<file path="src/rtl/tick_sched.sv">
// tick_sched: game-tick scheduler.
// A free-running prescaler produces a 10 kHz strobe (tick_10k).
// While RUN, a game counter divides that strobe down to game_tick.
// The game-tick period is div_reg >> level, and is never less than 1.
// Optional feature macro: TICK_SCHED_AUTO_SPEED_EN.
// When defined, level steps up automatically after every 256 game ticks.
module tick_sched #(
    parameter int BASE_DIV  = 5000,
    parameter int DEF_DIV   = 1000,
    parameter int LEVEL_MAX = 7
) (
    input  logic        clk,
    input  logic        rst,
    input  logic        start,
    input  logic        pause,
    input  logic        speed_up,
    input  logic        cfg_valid,
    input  logic [15:0] cfg_div,
    output logic        cfg_ready,
    output logic        tick_10k,
    output logic        game_tick,
    output logic [2:0]  level,
    output logic [1:0]  state
);

    localparam int PW = (BASE_DIV > 1) ? $clog2(BASE_DIV) : 1;
    localparam logic [PW-1:0] PRESC_LAST = PW'(BASE_DIV - 1);
    localparam logic [15:0]   DIV_RST    = 16'(DEF_DIV);
    localparam logic [2:0]    LVL_TOP    = 3'(LEVEL_MAX);

    typedef enum logic [1:0] {
        IDLE  = 2'b00,
        RUN   = 2'b01,
        PAUSE = 2'b10
    } state_t;

    state_t          state_r;
    logic [PW-1:0]   presc_r;
    logic            tick_10k_r;
    logic [15:0]     cnt_r;
    logic [15:0]     div_r;
    logic [2:0]      level_r;
    logic            game_tick_r;
    logic            cfg_ready_r;

    logic [15:0]     shifted_s;
    logic [15:0]     period_s;
    logic [16:0]     cnt_inc_s;
    logic            wrap_s;
    logic            count_en_s;
    logic            load_s;
    logic            level_inc_s;

`ifdef TICK_SCHED_AUTO_SPEED_EN
    logic [7:0]      auto_cnt_r;
`else
    // Auto speed-up is not built; level changes only through speed_up.
`endif

    // Prescaler: wraps every BASE_DIV cycles in every state, strobe is registered.
    always_ff @(posedge clk) begin
        if (!rst) begin
            presc_r    <= '0;
            tick_10k_r <= 1'b0;
        end else begin
            tick_10k_r <= (presc_r == PRESC_LAST);
            if (presc_r == PRESC_LAST) begin
                presc_r <= '0;
            end else begin
                presc_r <= presc_r + PW'(1);
            end
        end
    end

    // Effective period, wrap compare and request qualification.
    always_comb begin
        shifted_s   = div_r >> level_r;
        period_s    = 16'd1;
        cnt_inc_s   = {1'b0, cnt_r} + 17'd1;
        wrap_s      = 1'b0;
        count_en_s  = 1'b0;
        load_s      = 1'b0;
        level_inc_s = 1'b0;

        if (shifted_s == 16'd0) begin
            period_s = 16'd1;
        end else begin
            period_s = shifted_s;
        end

        // >= rather than == so a shrinking period still fires on the next tick.
        if (cnt_inc_s >= {1'b0, period_s}) begin
            wrap_s = 1'b1;
        end else begin
            wrap_s = 1'b0;
        end

        if ((state_r == RUN) && tick_10k_r) begin
            count_en_s = 1'b1;
        end else begin
            count_en_s = 1'b0;
        end

        if (cfg_valid && cfg_ready_r) begin
            load_s = 1'b1;
        end else begin
            load_s = 1'b0;
        end

`ifdef TICK_SCHED_AUTO_SPEED_EN
        if (((state_r == RUN) && speed_up) ||
            (count_en_s && wrap_s && (auto_cnt_r == 8'd255))) begin
            level_inc_s = 1'b1;
        end else begin
            level_inc_s = 1'b0;
        end
`else
        if ((state_r == RUN) && speed_up) begin
            level_inc_s = 1'b1;
        end else begin
            level_inc_s = 1'b0;
        end
`endif
    end

    // Control FSM with game counter, divisor, level and registered strobes.
    always_ff @(posedge clk) begin
        if (!rst) begin
            state_r     <= IDLE;
            cnt_r       <= 16'd0;
            div_r       <= DIV_RST;
            level_r     <= 3'd0;
            game_tick_r <= 1'b0;
            cfg_ready_r <= 1'b1;
`ifdef TICK_SCHED_AUTO_SPEED_EN
            auto_cnt_r  <= 8'd0;
`endif
        end else begin
            game_tick_r <= 1'b0;

            // cfg_ready follows the next state so it is valid in the same cycle as state.
            case (state_r)
                IDLE: begin
                    if (start) begin
                        state_r     <= RUN;
                        cfg_ready_r <= 1'b0;
                    end else begin
                        state_r     <= IDLE;
                        cfg_ready_r <= 1'b1;
                    end
                end
                RUN: begin
                    if (pause) begin
                        state_r     <= PAUSE;
                        cfg_ready_r <= 1'b1;
                    end else begin
                        state_r     <= RUN;
                        cfg_ready_r <= 1'b0;
                    end
                end
                PAUSE: begin
                    if (!pause) begin
                        state_r     <= RUN;
                        cfg_ready_r <= 1'b0;
                    end else begin
                        state_r     <= PAUSE;
                        cfg_ready_r <= 1'b1;
                    end
                end
                default: begin
                    state_r     <= IDLE;
                    cfg_ready_r <= 1'b1;
                end
            endcase

            // A load is only possible outside RUN, so it never races the counter.
            if (load_s) begin
                div_r <= cfg_div;
                cnt_r <= 16'd0;
`ifdef TICK_SCHED_AUTO_SPEED_EN
                auto_cnt_r <= 8'd0;
`endif
            end else if (count_en_s) begin
                if (wrap_s) begin
                    cnt_r       <= 16'd0;
                    game_tick_r <= 1'b1;
`ifdef TICK_SCHED_AUTO_SPEED_EN
                    auto_cnt_r  <= auto_cnt_r + 8'd1;
`endif
                end else begin
                    cnt_r <= cnt_inc_s[15:0];
                end
            end else begin
                cnt_r <= cnt_r;
            end

            if (level_inc_s && (level_r < LVL_TOP)) begin
                level_r <= level_r + 3'd1;
            end else begin
                level_r <= level_r;
            end
        end
    end

    assign cfg_ready = cfg_ready_r;
    assign tick_10k  = tick_10k_r;
    assign game_tick = game_tick_r;
    assign level     = level_r;
    assign state     = state_r;

endmodule
</file>
<file path="config.mk">
export PLATFORM = sky130hd
export DESIGN_NAME = tick_sched
export DESIGN_NICKNAME = d
export VERILOG_FILES = /design/src/rtl/tick_sched.sv
export SDC_FILE = /design/constraint.sdc
export NUM_CORES = 1
export LEC_CHECK = 0
export ABC_AREA = 0
export ABC_CLOCK_PERIOD_IN_PS = 6300
export BUFFER_PORTS_ARGS = -buffer_cell sky130_fd_sc_hd__buf_2
export CAP_MARGIN = 20
export CORE_MARGIN = 4
export CORE_UTILIZATION = 35
export CTS_CLUSTER_DIAMETER = 30
export DETAILED_ROUTE_END_ITERATION = 12
export GPL_ROUTABILITY_DRIVEN = 0
export GPL_TIMING_DRIVEN = 0
export SYNTH_ARGS = -nofsm -noshare
export SYNTH_HDL_FRONTEND = slang
export SYNTH_SLANG_ARGS = --single-unit
</file>
<file path="constraint.sdc">
create_clock -name clk -period 6.3 [get_ports clk]
set_input_delay 0.945 -clock clk [delete_from_list [all_inputs] [get_ports clk]]
set_output_delay 0.945 -clock clk [all_outputs]
set_load 0.02 [all_outputs]
</file>
==> results of run 1 <==
-- Yosys cell counts, types with 2 or more instances --
| cell type | number | area, um^2 |
|---|---|---|
| sky130_fd_sc_hd__nand4b_1 | 2 | 17.5 |
| sky130_fd_sc_hd__or3_1 | 3 | 18.8 |
| sky130_fd_sc_hd__a211oi_1 | 2 | 15.0 |
| sky130_fd_sc_hd__nor4_1 | 2 | 12.5 |
| sky130_fd_sc_hd__and3_1 | 7 | 43.8 |
| sky130_fd_sc_hd__nor4b_1 | 2 | 17.5 |
| sky130_fd_sc_hd__nand3_1 | 27 | 135 |
| sky130_fd_sc_hd__nor2_1 | 29 | 109 |
| sky130_fd_sc_hd__a31oi_1 | 6 | 37.5 |
| sky130_fd_sc_hd__inv_1 | 7 | 26.3 |
| sky130_fd_sc_hd__a21o_1 | 2 | 15.0 |
| sky130_fd_sc_hd__a22oi_1 | 2 | 15.0 |
| sky130_fd_sc_hd__nand2_1 | 72 | 270 |
| sky130_fd_sc_hd__mux4_2 | 11 | 248 |
| sky130_fd_sc_hd__and4_1 | 2 | 17.5 |
| sky130_fd_sc_hd__mux2i_1 | 13 | 130 |
| sky130_fd_sc_hd__dfxtp_1 | 53 | 1060 |
| sky130_fd_sc_hd__o2111ai_1 | 2 | 17.5 |
| sky130_fd_sc_hd__a221oi_1 | 2 | 17.5 |
| sky130_fd_sc_hd__nor2b_1 | 3 | 18.8 |
| sky130_fd_sc_hd__o21ai_0 | 3 | 15.0 |
| sky130_fd_sc_hd__buf_1 | 3 | 11.3 |
| sky130_fd_sc_hd__xor2_1 | 11 | 96.3 |
| sky130_fd_sc_hd__xnor2_1 | 14 | 123 |
| sky130_fd_sc_hd__buf_2 | 5 | 25.0 |
| sky130_fd_sc_hd__ha_1 | 22 | 275 |
| sky130_fd_sc_hd__nand4_1 | 8 | 50.1 |
| sky130_fd_sc_hd__clkbuf_1 | 18 | 67.6 |
| sky130_fd_sc_hd__nand2b_1 | 5 | 31.3 |
| sky130_fd_sc_hd__and2_1 | 5 | 31.3 |
| sky130_fd_sc_hd__nor3_1 | 10 | 50.1 |
| sky130_fd_sc_hd__nand3b_1 | 2 | 15.0 |
| sky130_fd_sc_hd__a21oi_1 | 29 | 145 |
-- power groups by stage --
stage / clock [uW] / sequential, uW / combinational, uW
finish: 218 / 358 / 105
global route: 238 / 360 / 119
CTS: 222 / 358 / 105
detailed placement: 0 / 366 / 105
global placement: 0 / 365 / 103
floorplan: 0 / 365 / 74.7
-- worst max-delay path: stages (launching register included) --
cell and delay, ns:
sky130_fd_sc_hd__dfxtp_1 0.48, sky130_fd_sc_hd__ha_1 0.27, sky130_fd_sc_hd__nand3_1 0.28, sky130_fd_sc_hd__nor3_1 0.40, sky130_fd_sc_hd__and3_1 0.26, sky130_fd_sc_hd__xor2_1 0.20
sky130_fd_sc_hd__ha_1 0.27, sky130_fd_sc_hd__a211oi_1 0.19, sky130_fd_sc_hd__o21ai_0 0.12, sky130_fd_sc_hd__a221oi_1 0.44, sky130_fd_sc_hd__and4bb_2 0.32, sky130_fd_sc_hd__buf_2 0.23
sky130_fd_sc_hd__nand4b_1 0.13, sky130_fd_sc_hd__a31oi_1 0.18
-- cell families after synthesis --
logic type               share of synthesized area, %
adder cells (fa/ha/maj)                          8.28
AND/OR/NAND/NOR                                  26.2
multiplexers                                     12.2
XOR/XNOR                                         6.58
flip-flops                                       31.9
buffers and inverters                            4.25
AO/OA/AOI/OAI                                    10.6
-- final cells by class --
| cell class | instances | area [um^2] |
|---|---|---|
| well taps | 129 | 161 |
| multi-input cells | 311 | 2120 |
| flip-flops and latches | 53 | 1060 |
| clock buffers | 6 | 82.6 |
| plain buffers | 27 | 115 |
| inverters | 7 | 26.3 |
| repair buffers | 29 | 145 |
| fillers | 949 | 5510 |
| clock inverters | 2 | 16.3 |
-- flip-flops by register name, summed over array words and instances, names as in the netlist --
register / count
div_r: 16
level: 3
presc_r: 13
tick_10k: 1
cfg_ready: 1
cnt_r: 16
state: 2
game_tick: 1
-- stage by stage --
step	std cells	hold slack [ns]
floorplan	398	0.418
global placement	556	0.436
detailed placement	556	0.438
CTS	564	0.455
global route	564	0.504
finish	564	0.453
-- per-layer routing --
metal  part of all wire, %  routed length, um  vias to the layer above
met5                     0                  0                        -
met4                   1.0                 77                        0
met3                   3.7                274                        6
met2                    43               3250                       52
met1                    52               3880                     1323
li1                      -                  -                     1481
-- path summary, 6_finish.rpt --
path | startpoint | slack (ns) | depth (start not counted) | to
min reg2reg | presc_r[0] | 0.45 | 1 | presc_r[0]
min | presc_r[0] | 0.45 | 1 | presc_r[0]
max | cnt_r[0] | 2.46 | 13 | cnt_r[2]
max reg2reg | cnt_r[0] | 2.46 | 13 | cnt_r[2]
-- placed cells by master (no fill, tap or decap), types with 2 or more instances in the layout --
cell                        count
sky130_fd_sc_hd__buf_2         34
sky130_fd_sc_hd__nand2_1       72
sky130_fd_sc_hd__a21o_1         2
sky130_fd_sc_hd__a21oi_1       29
sky130_fd_sc_hd__nor4b_1        2
sky130_fd_sc_hd__a22oi_1        2
sky130_fd_sc_hd__clkbuf_1      18
sky130_fd_sc_hd__ha_1          22
sky130_fd_sc_hd__a31oi_1        6
sky130_fd_sc_hd__a211oi_1       2
sky130_fd_sc_hd__a221oi_1       2
sky130_fd_sc_hd__nand2b_1       5
sky130_fd_sc_hd__nand4_1        8
sky130_fd_sc_hd__nor3_1        10
sky130_fd_sc_hd__xor2_1        11
sky130_fd_sc_hd__mux4_2        11
sky130_fd_sc_hd__o2111ai_1      2
sky130_fd_sc_hd__xnor2_1       14
sky130_fd_sc_hd__and3_1         7
sky130_fd_sc_hd__o21ai_0        3
sky130_fd_sc_hd__nand3b_1       2
sky130_fd_sc_hd__nor2_1        29
sky130_fd_sc_hd__nand4b_1       2
sky130_fd_sc_hd__nand3_1       27
sky130_fd_sc_hd__nor4_1         2
sky130_fd_sc_hd__or3_1          3
sky130_fd_sc_hd__nor2b_1        3
sky130_fd_sc_hd__inv_1          7
sky130_fd_sc_hd__mux2i_1       13
sky130_fd_sc_hd__and2_1         5
sky130_fd_sc_hd__dfxtp_1       53
sky130_fd_sc_hd__clkbuf_8       6
sky130_fd_sc_hd__buf_1          3
sky130_fd_sc_hd__and4_1         2
==> summary.md, run 1 <==
The tools report the total of max-cap violations as 0. The switching share of total power came out at 28.9%. Adding up every negative setup slack in the final design gives 0 ns.

The synthesized area per cell came out at 8.36 um^2. Final critical path time including I/O delays and setup: 3.84 ns. The routed via count came out at 2862. The tools report the count of mapped cells out of synthesis as 398. After clock tree synthesis, the clock-pin slew on the worst setup and hold paths is 0.10 ns. The power per cell area was 182 mW/mm^2; the critical path data arrival time was 4.09 ns. STA classifies the critical path startpoint as a flop.

The final count of hold timing violations is 0. The leakage power is 0.00138 uW, and the remaining antenna violation count is 0. The x dimension of the die works out to 105 um.

The net switching power of the design was 197 uW; the hold-fix buffer count after cts was 0. The count of buffers added on input and output ports is 29. The synthesized netlist contains 47 unique library cells.

The first-pass iteration count of the detailed router is 4. The top fanout value on the critical path was 10. For the number of nets in the layout, the log shows 478. On the final layout, the worst clock skew is 0.00824 ns. The portion of the post-synthesis area used by sequential elements was 31.9%; the total number of placement rows was 35.

The logs give 0.31 ns for the clock latency reported for the late side of the worst-skew pair and 53 for the number of sinks handled by clock tree synthesis. Data on the critical path is required at its endpoint by 6.54 ns. Total power for the finished layout comes to 681 uW. The tools report the post-detailed-routing wire length as 7480 um. The tools report the endpoint class of the critical path as a flop. For this run, asynchronously set or reset flops after synthesis account for 0%. The worst supply voltage drop on vdd is 0.000130 V.

For this block, the initial DRC count from the detailed router was 181. The clock group share of total power is 32.0%, and the antenna cell count is 0. For the post-detailed-placement cell area, the log shows 0.00363 mm^2. The cell area after synthesis came out at 0.00333 mm^2. The critical path in this run is classified as reg -> reg.

Overall fraction of global-route tracks in use: 13.7%. Counting flops with a built-in enable in the synthesized netlist gives 0. Setup slack closes at 2.46 ns. In this run the clock root is driven by a sky130_fd_sc_hd__clkbuf_8.

Number of antenna violations at the first check in global routing: 0. The run gives 18 as the maximum number of pins on one net before global-route repair. During I/O placement, the number of pins put on the boundary was 30. After legalization and detailed placement, the total HPWL measured 5750 um. Via-per-instance ratio: 5.07. The share of layout cells above drive strength 1 is 13.1%. The busiest metal layer after global routing was met2.

The floorplan step set the die height to 105 um. The logs give 2.33% for the met3 usage and 2 for the deepest clock path buffer count. Setup violations remaining at the end of the flow were counted as 0.

Counting the buffers created by CTS gives 5. The die covers 0.0111 mm^2. The area added between synthesis and finish is 12.2%. Of the available clock period, the critical path in the final layout requires 61.0%.

The post-layout instance area is 0.00373 mm^2. TritonCTS built the clock tree. During synthesis, Yosys emitted a total of 0 warnings. Before CTS, the worst setup slack after placement is 2.53 ns.

The H-tree generated during clock tree synthesis spans 2 levels. For the final-report max-slew violation count, the log shows 0. For the upper clock frequency limit, the log shows 260 MHz.

The tightest min-delay check is of the reg -> reg type. Among all flip-flop cells after synthesis, the most frequent one is sky130_fd_sc_hd__dfxtp_1. When the netlist entered floorplanning its net count stood at 442.

The mean routed wirelength per cell was 13.3 um; the routing usage on met1 was 20.3%. The tools report the met2 track demand over resource as 20.4%. For this run, design rule violations remaining after detail routing come to 0. Number of global-route vias before repair: 2662. Post-CTS timing repair inserted 0 buffers for setup. The design internal power is 484 uW, and the relative slew slack is 59.5%.

Measured on the finished design, the core utilization comes to 40.4%. The region available for standard cell placement spans 0.00924 mm^2. The flow ran to the end, and the final reports show no timing, DRC or antenna violations. The run gives 36.0% as the effective utilization at floorplan.

The slew at the pin with the worst max-slew slack was 0.607 ns. After synthesis the netlist holds a flip-flop and latch count of 53. The logs give 0 for the post-cts repair resize count and 12700 um for the wire length of the first global-routing pass. Per report_power, the combinational group accounts for 15.4% of the total. Setup repair after global routing left no endpoint under its margin. For the global-route congestion overflow total, the log shows 0.

Fraction of power consumed by sequential logic: 52.6%.
No activity file was read; power rests on OpenSTA's default activity.
==> inputs of run 2 (changes only) <==
ABC_CLOCK_PERIOD_IN_PS = 3800   (was 6300)
clock period = 3.8 ns   (was 6.3 ns; I/O delays follow)
==> run 2 against run 1 <==
Against the previous run: critical path depth increased by 1; final area increased by 0.67%; utilization increased by 0.27 points; sequential share of layout area decreased by 0.12 points; largest power group unchanged; highest routed layer unchanged.
==> summary.md, run 2 (synthesis gave the netlist of run 1 again) <==
The run finished with clean final reports. The final count of hold timing violations was 0 (unchanged). Largest regs: cnt_r (16), div_r (16), presc_r (13) (unchanged). The relative slew slack came out at 59.3% (was 59.5%).

The switching share of total power came out at 28.9% (about the same). The critical path data arrival time was 3.87 ns (was 4.09 ns); the delay of the slowest cell on the worst path was 0.54 ns (was 0.48 ns). The final-report max-slew violation count is 0 (unchanged). The final worst-path cycle share was 95.3% (was 61.0%); the cell total after placement was 556 (unchanged). The worst supply voltage drop on vdd was 0.000216 V (was 0.000130 V); the number of non-filler instances in the completed layout was 562 (was 564).

The clock edge transition at the registers on the reported setup and hold paths was 0.11 ns (was 0.10 ns). The slew at the pin with the worst max-slew slack is 0.610 ns (was 0.607 ns). TritonCTS built the clock tree.

The leakage power came out at 0.00139 uW (was 0.00138 uW). The run gives 2862 (unchanged) as the routed via count. The post-CTS setup buffer count is 0 (unchanged), and the share of the core filled with cells is 40.7% (was 40.4%).

The logs give 0.00924 mm^2 (unchanged) for the area of the core and 0 (unchanged) for the number of antenna violations at the first check in global routing. The tools report the post-detailed-routing wire length as 7500 um (was 7480 um). First-pass iteration count of the detailed router: 4 (unchanged).

The number of buffer cells added on primary ports is 29 (unchanged). Origin of the worst min-delay path: presc_r[0] (unchanged). The via-per-instance ratio was 5.09 (was 5.07). The most common cell after layout, fill and taps aside was sky130_fd_sc_hd__nand2_1 (unchanged). The run gives 803 uW (was 484 uW) as the design internal power.

The remaining antenna violation count is 0 (unchanged). The mean routed wirelength per cell works out to 13.4 um (was 13.3 um). The I/O pin count is 30 (unchanged), and the hold-fix buffer count after cts is 0 (unchanged).

The total number of placement rows was 35 (unchanged). The die area was 0.0111 mm^2 (unchanged). The filler cell count is 951 (was 949), and the clock group share of total power is 32.0% (about the same). For the number of sinks handled by clock tree synthesis, the log shows 53 (unchanged). Endpoint class of the critical path: a flop (unchanged). The share of layout cells above drive strength 1 is 15.0% (was 13.1%), and the number of clock buffers inserted by TritonCTS is 5 (unchanged). The buffer cell driving the clock tree root is sky130_fd_sc_hd__clkbuf_8 (unchanged). The number of remaining DRC errors was 0 (unchanged); the total of max-cap violations was 0 (unchanged).

The effective utilization at floorplan is 36.0% (unchanged), and the top fanout value on the critical path is 10 (unchanged). The global-route congestion overflow total was 0 (unchanged). The antenna cell count is 0 (unchanged), and the combinational cell fraction of total power is 15.5% (was 15.4%). Most used cells in the layout excluding fill and tap cells: sky130_fd_sc_hd__nand2_1, sky130_fd_sc_hd__dfxtp_1, sky130_fd_sc_hd__buf_2, sky130_fd_sc_hd__nor2_1, sky130_fd_sc_hd__a21oi_1 (unchanged). The clock latency reported for the late side of the worst-skew pair came out at 0.31 ns (about the same). Startpoint type of the worst setup path: a flop (unchanged). Launching element of the worst setup path: level[0] (was cnt_r[0]). The run gives 2 (unchanged) as the H-tree depth. The worst-path cell with the longest stage delay was sky130_fd_sc_hd__mux4_2 (was sky130_fd_sc_hd__dfxtp_1).

The overall fraction of global-route tracks in use came out at 13.7% (unchanged). The logs give 0.00363 mm^2 (unchanged) for the post-detailed-placement cell area and 5750 um (unchanged) for the HPWL after detailed placement. The path category of the worst min-delay check is reg -> reg (unchanged). Final critical path time including I/O delays and setup: 3.62 ns (was 3.84 ns). The logs give 0.453 ns (about the same) for the worst hold slack and 0.00822 ns (was 0.00824 ns) for the worst setup skew after layout.

The number of global-route vias before repair was 2662 (unchanged); the final number of setup-violating endpoints was 0 (unchanged). The run gives 476 (was 478) as the number of nets in the layout. The upper clock frequency limit was 276 MHz (was 260 MHz).

The tools report the required time of the worst setup path as 4.05 ns (was 6.54 ns). The start-to-end type of the worst setup path is reg -> reg (unchanged). The launching point of the worst reg2reg path is level[0] (was cnt_r[0]).

The power per cell area is 301 mW/mm^2 (was 182 mW/mm^2). The wire length of the first global-routing pass was 12700 um (unchanged); the die span in y was 105 um (unchanged). Fraction of power consumed by sequential logic: 52.6% (about the same).

The area added between synthesis and finish was 12.9% (was 12.2%); the x dimension of the die was 105 um (unchanged). The tools report the net switching power of the design as 326 uW (was 197 uW). The total design power is 1130 uW (was 681 uW), and the deepest clock path buffer count is 2 (unchanged). Worst path cell trace: buf_6 > mux4_2 > or3_1 > nor4_2 > o2111ai_1 > o31ai_1 > ha_1 > inv_1 > a221oi_1 > a211o_1 > and4bb_2 > clkbuf_4 > nand4b_1 > a31oi_1 (was ha_1 > nand3_1 > nor3_1 > and3_1 > xor2_1 > ha_1 > a211oi_1 > o21ai_0 > a221oi_1 > and4bb_2 > buf_2 > nand4b_1 > a31oi_1). The tools report the post-layout instance area as 0.00376 mm^2 (was 0.00373 mm^2).

The run gives 215 (was 181) as the violation count after the first detailed-route iteration. The maximum number of pins on one net before global-route repair was 18 (unchanged).
[run 2: per-stage QoR]
stage	setup WS [ns]	setup TNS [ns]
floorplan	0.422	0
global placement	0.0399	0
finish	0.179	0
CTS	0.00864	0
detailed placement	0.0291	0
global route	-0.0107	-0.0123
[run 2: power groups by stage]
stage	registers (uW)	logic [uW]	clock network [uW]
after floorplan	605	124	0
after global placement	605	170	0
after detailed placement	606	174	0
after CTS	593	175	369
after global routing	597	197	395
final	593	175	361
[run 2: worst max-delay path, delay by kind of cell, from the launching register on]
family,cells,cell delay [ns]
flip-flops,1,0.37
buffers and inverters,3,0.37
multiplexers,1,0.54
AND/OR/NAND/NOR,4,0.97
adder cells (fa/ha/maj),1,0.19
AO/OA/AOI/OAI,5,1.10
[run 2: final cells by class]
type | count | area [um^2] | share of cell area [%]
Buffer | 25 | 120 | 3.20
Clock buffer | 6 | 82.6 | 2.20
Clock inverter | 2 | 16.3 | 0.433
Inverter | 7 | 26.3 | 0.700
Multi-Input combinational cell | 311 | 2140 | 57.0
Sequential cell | 53 | 1060 | 28.3
Tap cell | 129 | 161 | 4.30
Timing Repair Buffer | 29 | 145 | 3.86
[run 2: final timing paths]
path | depth (start not counted) | end | slack, ns
setup reg to reg | 14 | cnt_r[2] | 0.18
setup / recovery | 14 | cnt_r[2] | 0.18
hold / removal | 1 | presc_r[0] | 0.45
hold reg to reg | 1 | presc_r[0] | 0.45
[run 2: metal layers]
metal | wire, um | vias up | GRT usage, %
met2 | 3240 | 40 | 20.4
li1 | - | 1477 | -
met4 | 77 | 0 | 3.37
met3 | 244 | 6 | 2.33
met5 | 0 | - | 0
met1 | 3950 | 1339 | 20.3
[run 2: timing repair]
action,4_1_cts,5_1_grt
endpoints found under the hold margin,0,0
resized for setup,0,13
setup endpoints to repair,0,16
==> inputs of run 3 (changes only) <==
CORE_ASPECT_RATIO = 0.75   (was not set)
==> run 3 against run 2 <==
Against the previous run: register-to-register slack better by 0.08 ns; final cell count stayed put; die area is 0.14% higher; first-iteration DRC count is 31% lower; global-route usage is 1.6 points higher; maximum frequency is 2.2% higher; clock power is 45% higher; sequential share of layout area is 0.56 points lower; clock-buffer cell count is 1 lower; critical path type unchanged; largest cell class unchanged.
==> summary.md, run 3 (synthesis gave the netlist of run 1 again) <==
The clock edge transition at the registers on the reported setup and hold paths is 0.07 ns (was 0.11 ns). Origin of the worst min-delay path: presc_r[0] (unchanged). The startpoint type of the worst setup path is a flop (unchanged). The logs give 965 uW (was 803 uW) for the design internal power and 5 (unchanged) for the number of clock buffers inserted by TritonCTS.

The area added between synthesis and finish works out to 15.2% (was 12.9%). Final number of setup-violating endpoints: 0 (unchanged). The run finished with clean final reports. The power per cell area was 338 mW/mm^2 (was 301 mW/mm^2). The combinational cell fraction of total power was 13.6% (was 15.5%). The number of global-route vias before repair was 2868 (was 2662). The launching point of the worst reg2reg path is cnt_r[2] (was level[0]). The overall fraction of global-route tracks in use was 15.3% (was 13.7%); the maximum number of pins on one net before global-route repair was 18 (unchanged). The antenna cell count is 0 (unchanged). The required time of the worst setup path is 3.96 ns (was 4.05 ns), and the share of layout cells above drive strength 1 is 15.2% (was 15.0%). Launching element of the worst setup path: cnt_r[2] (was level[0]). The number of non-filler instances in the completed layout is 562 (unchanged), and the die span in y is 92.4 um (was 105 um). The run gives 36.3% (was 36.0%) as the effective utilization at floorplan. The logs give 282 MHz (was 276 MHz) for the upper clock frequency limit and 30 (was 35) for the total number of placement rows. The final critical path time including I/O delays and setup works out to 3.54 ns (was 3.62 ns). The post-detailed-routing wire length came out at 8000 um (was 7500 um).

Path category of the worst min-delay check: reg -> reg (unchanged). The mean routed wirelength per cell is 14.2 um (was 13.4 um), and the number of antenna violations at the first check in global routing is 0 (unchanged). HPWL after detailed placement: 6270 um (was 5750 um). The run gives 0 (unchanged) as the total of max-cap violations. Capture point of the critical path: cnt_r[10] (was cnt_r[2]). The slew at the pin with the worst max-slew slack works out to 0.522 ns (was 0.610 ns). The tools report the area of the core as 0.00916 mm^2 (was 0.00924 mm^2). The relative slew slack is 65.2% (was 59.3%), and the clock latency reported for the late side of the worst-skew pair is 0.29 ns (was 0.31 ns).

The post-CTS setup buffer count was 0 (unchanged). Leakage power: 0.00143 uW (was 0.00139 uW). The worst hold slack was 0.452 ns (was 0.453 ns); the I/O pin count was 30 (unchanged). Most used cells in the layout excluding fill and tap cells: sky130_fd_sc_hd__nand2_1, sky130_fd_sc_hd__dfxtp_1, sky130_fd_sc_hd__buf_2, sky130_fd_sc_hd__nor2_1, sky130_fd_sc_hd__a21oi_1 (unchanged).

The endpoint class of the critical path is a flop (unchanged). For the number of sinks handled by clock tree synthesis, the log shows 53 (unchanged). The wire length of the first global-routing pass is 13700 um (was 12700 um). The most common cell after layout, fill and taps aside was sky130_fd_sc_hd__nand2_1 (unchanged). The first-pass iteration count of the detailed router was 4 (unchanged); the number of nets in the layout was 477 (was 476). The remaining antenna violation count came out at 0 (unchanged). The number of buffer cells added on primary ports was 29 (unchanged).

The tools report the post-detailed-placement cell area as 0.00363 mm^2 (about the same). The run gives 0 (unchanged) as the number of remaining DRC errors. The tools report the capture point of the worst reg-to-reg path as cnt_r[10] (was cnt_r[2]). Largest regs: cnt_r (16), div_r (16), presc_r (13) (unchanged). The final worst-path cycle share is 93.2% (was 95.3%), and the clock group share of total power is 40.4% (was 32.0%). The run gives 0.26 ns (was 0.18 ns) as the setup slack of the worst register-to-register path. The start-to-end type of the worst setup path is reg -> reg (unchanged).

The path depth of the worst reg2reg path was 14 (unchanged); the violation count after the first detailed-route iteration was 149 (was 215). The critical path data arrival time is 3.70 ns (was 3.87 ns). The tools report the post-layout instance area as 0.00383 mm^2 (was 0.00376 mm^2). The final count of hold timing violations is 0 (unchanged), and the fraction of power consumed by sequential logic is 45.9% (was 52.6%).

The die area came out at 0.0111 mm^2 (about the same). The top fanout value on the critical path works out to 10 (unchanged). The via-per-instance ratio works out to 5.12 (was 5.09).

TritonCTS built the clock tree. The deepest clock path buffer count is 2 (unchanged). The hold-fix buffer count after cts is 0 (unchanged), and the cell total after placement is 555 (was 556).

The routed via count is 2879 (was 2862). The x dimension of the die was 121 um (was 105 um); the worst setup skew after layout was 0.00504 ns (was 0.00822 ns). The H-tree depth was 2 (unchanged); the net switching power of the design was 329 uW (was 326 uW). The total design power is 1290 uW (was 1130 uW), and the worst supply voltage drop on vdd is 0.000182 V (was 0.000216 V).

The share of the core filled with cells came out at 41.8% (was 40.7%). For the global-route congestion overflow total, the log shows 0 (unchanged). The run gives 0 (unchanged) as the final-report max-slew violation count. Buffer cell driving the clock tree root: sky130_fd_sc_hd__clkbuf_16 (was sky130_fd_sc_hd__clkbuf_8). The switching share of total power came out at 25.4% (was 28.9%).
==> run 3: cell count changes in the layout (fill, tap and decap cells not counted), sizes merged <==
cell and delta:
clkbuf -1, clkinv +1, inv -1, buf +1, bufinv +1
==> run 3: worst min-delay path by stage <==
stage / endpoint / slack (ns) / cells past startpoint
floorplan: presc_r[0] / 0.42 / 1
global placement: presc_r[0] / 0.43 / 1
detailed placement: presc_r[0] / 0.44 / 1
CTS: presc_r[0] / 0.46 / 1
global route: presc_r[0] / 0.47 / 1
finish: presc_r[0] / 0.45 / 1
==> run 3: power by group through the flow <==
stage / clock [uW] / combinational (uW) / sequential (uW)
after floorplan: 0 / 124 / 605
after global placement: 0 / 171 / 606
after detailed placement: 0 / 176 / 607
after CTS: 538 / 177 / 594
after global routing: 573 / 200 / 598
final: 523 / 176 / 594
==> run 3: stage by stage <==
stage                     setup TNS, ns  setup WS [ns]
after floorplan                       0          0.422
after global placement                0         0.0645
after detailed placement       -0.00132       -0.00132
after CTS                             0         0.0175
after global routing          -0.000450      -0.000450
final                                 0          0.257
==> run 3: final cells by class <==
type	count	area, um^2
Buffer	26	125
Multi-Input combinational cell	311	2140
Fill cell	947	5330
Tap cell	128	160
Sequential cell	53	1060
Timing Repair Buffer	29	145
Clock inverter	3	46.3
Clock buffer	5	125
Inverter	7	26.3
==> run 3: repair_timing <==
action | in CTS | in global routing
pin swaps | 0 | 3
endpoints found under the setup margin | 2 | 16
resized for setup | 1 | 14
endpoints found under the hold margin | 0 | 0
==> run 3: routing by layer <==
layer	vias up	GRT usage, %	wire length (um)
li1	1489	-	-
met1	1352	20.8	4110
met2	32	24.3	3530
met3	6	3.66	267
met4	0	4.25	84
met5	-	0	0
==> run 3: critical path, stage by stage (launching register included) <==
cell and delay, ns:
sky130_fd_sc_hd__dfxtp_1 0.31, sky130_fd_sc_hd__clkbuf_1 0.29, sky130_fd_sc_hd__nand3_2 0.24, sky130_fd_sc_hd__or3_1 0.39, sky130_fd_sc_hd__clkbuf_1 0.17, sky130_fd_sc_hd__nor2_1 0.19
sky130_fd_sc_hd__xnor2_1 0.09, sky130_fd_sc_hd__ha_1 0.28, sky130_fd_sc_hd__nand2_1 0.08, sky130_fd_sc_hd__or3_1 0.41, sky130_fd_sc_hd__a211o_1 0.30, sky130_fd_sc_hd__and4bb_2 0.27
sky130_fd_sc_hd__clkbuf_4 0.20, sky130_fd_sc_hd__nand3_1 0.10, sky130_fd_sc_hd__a21oi_1 0.08
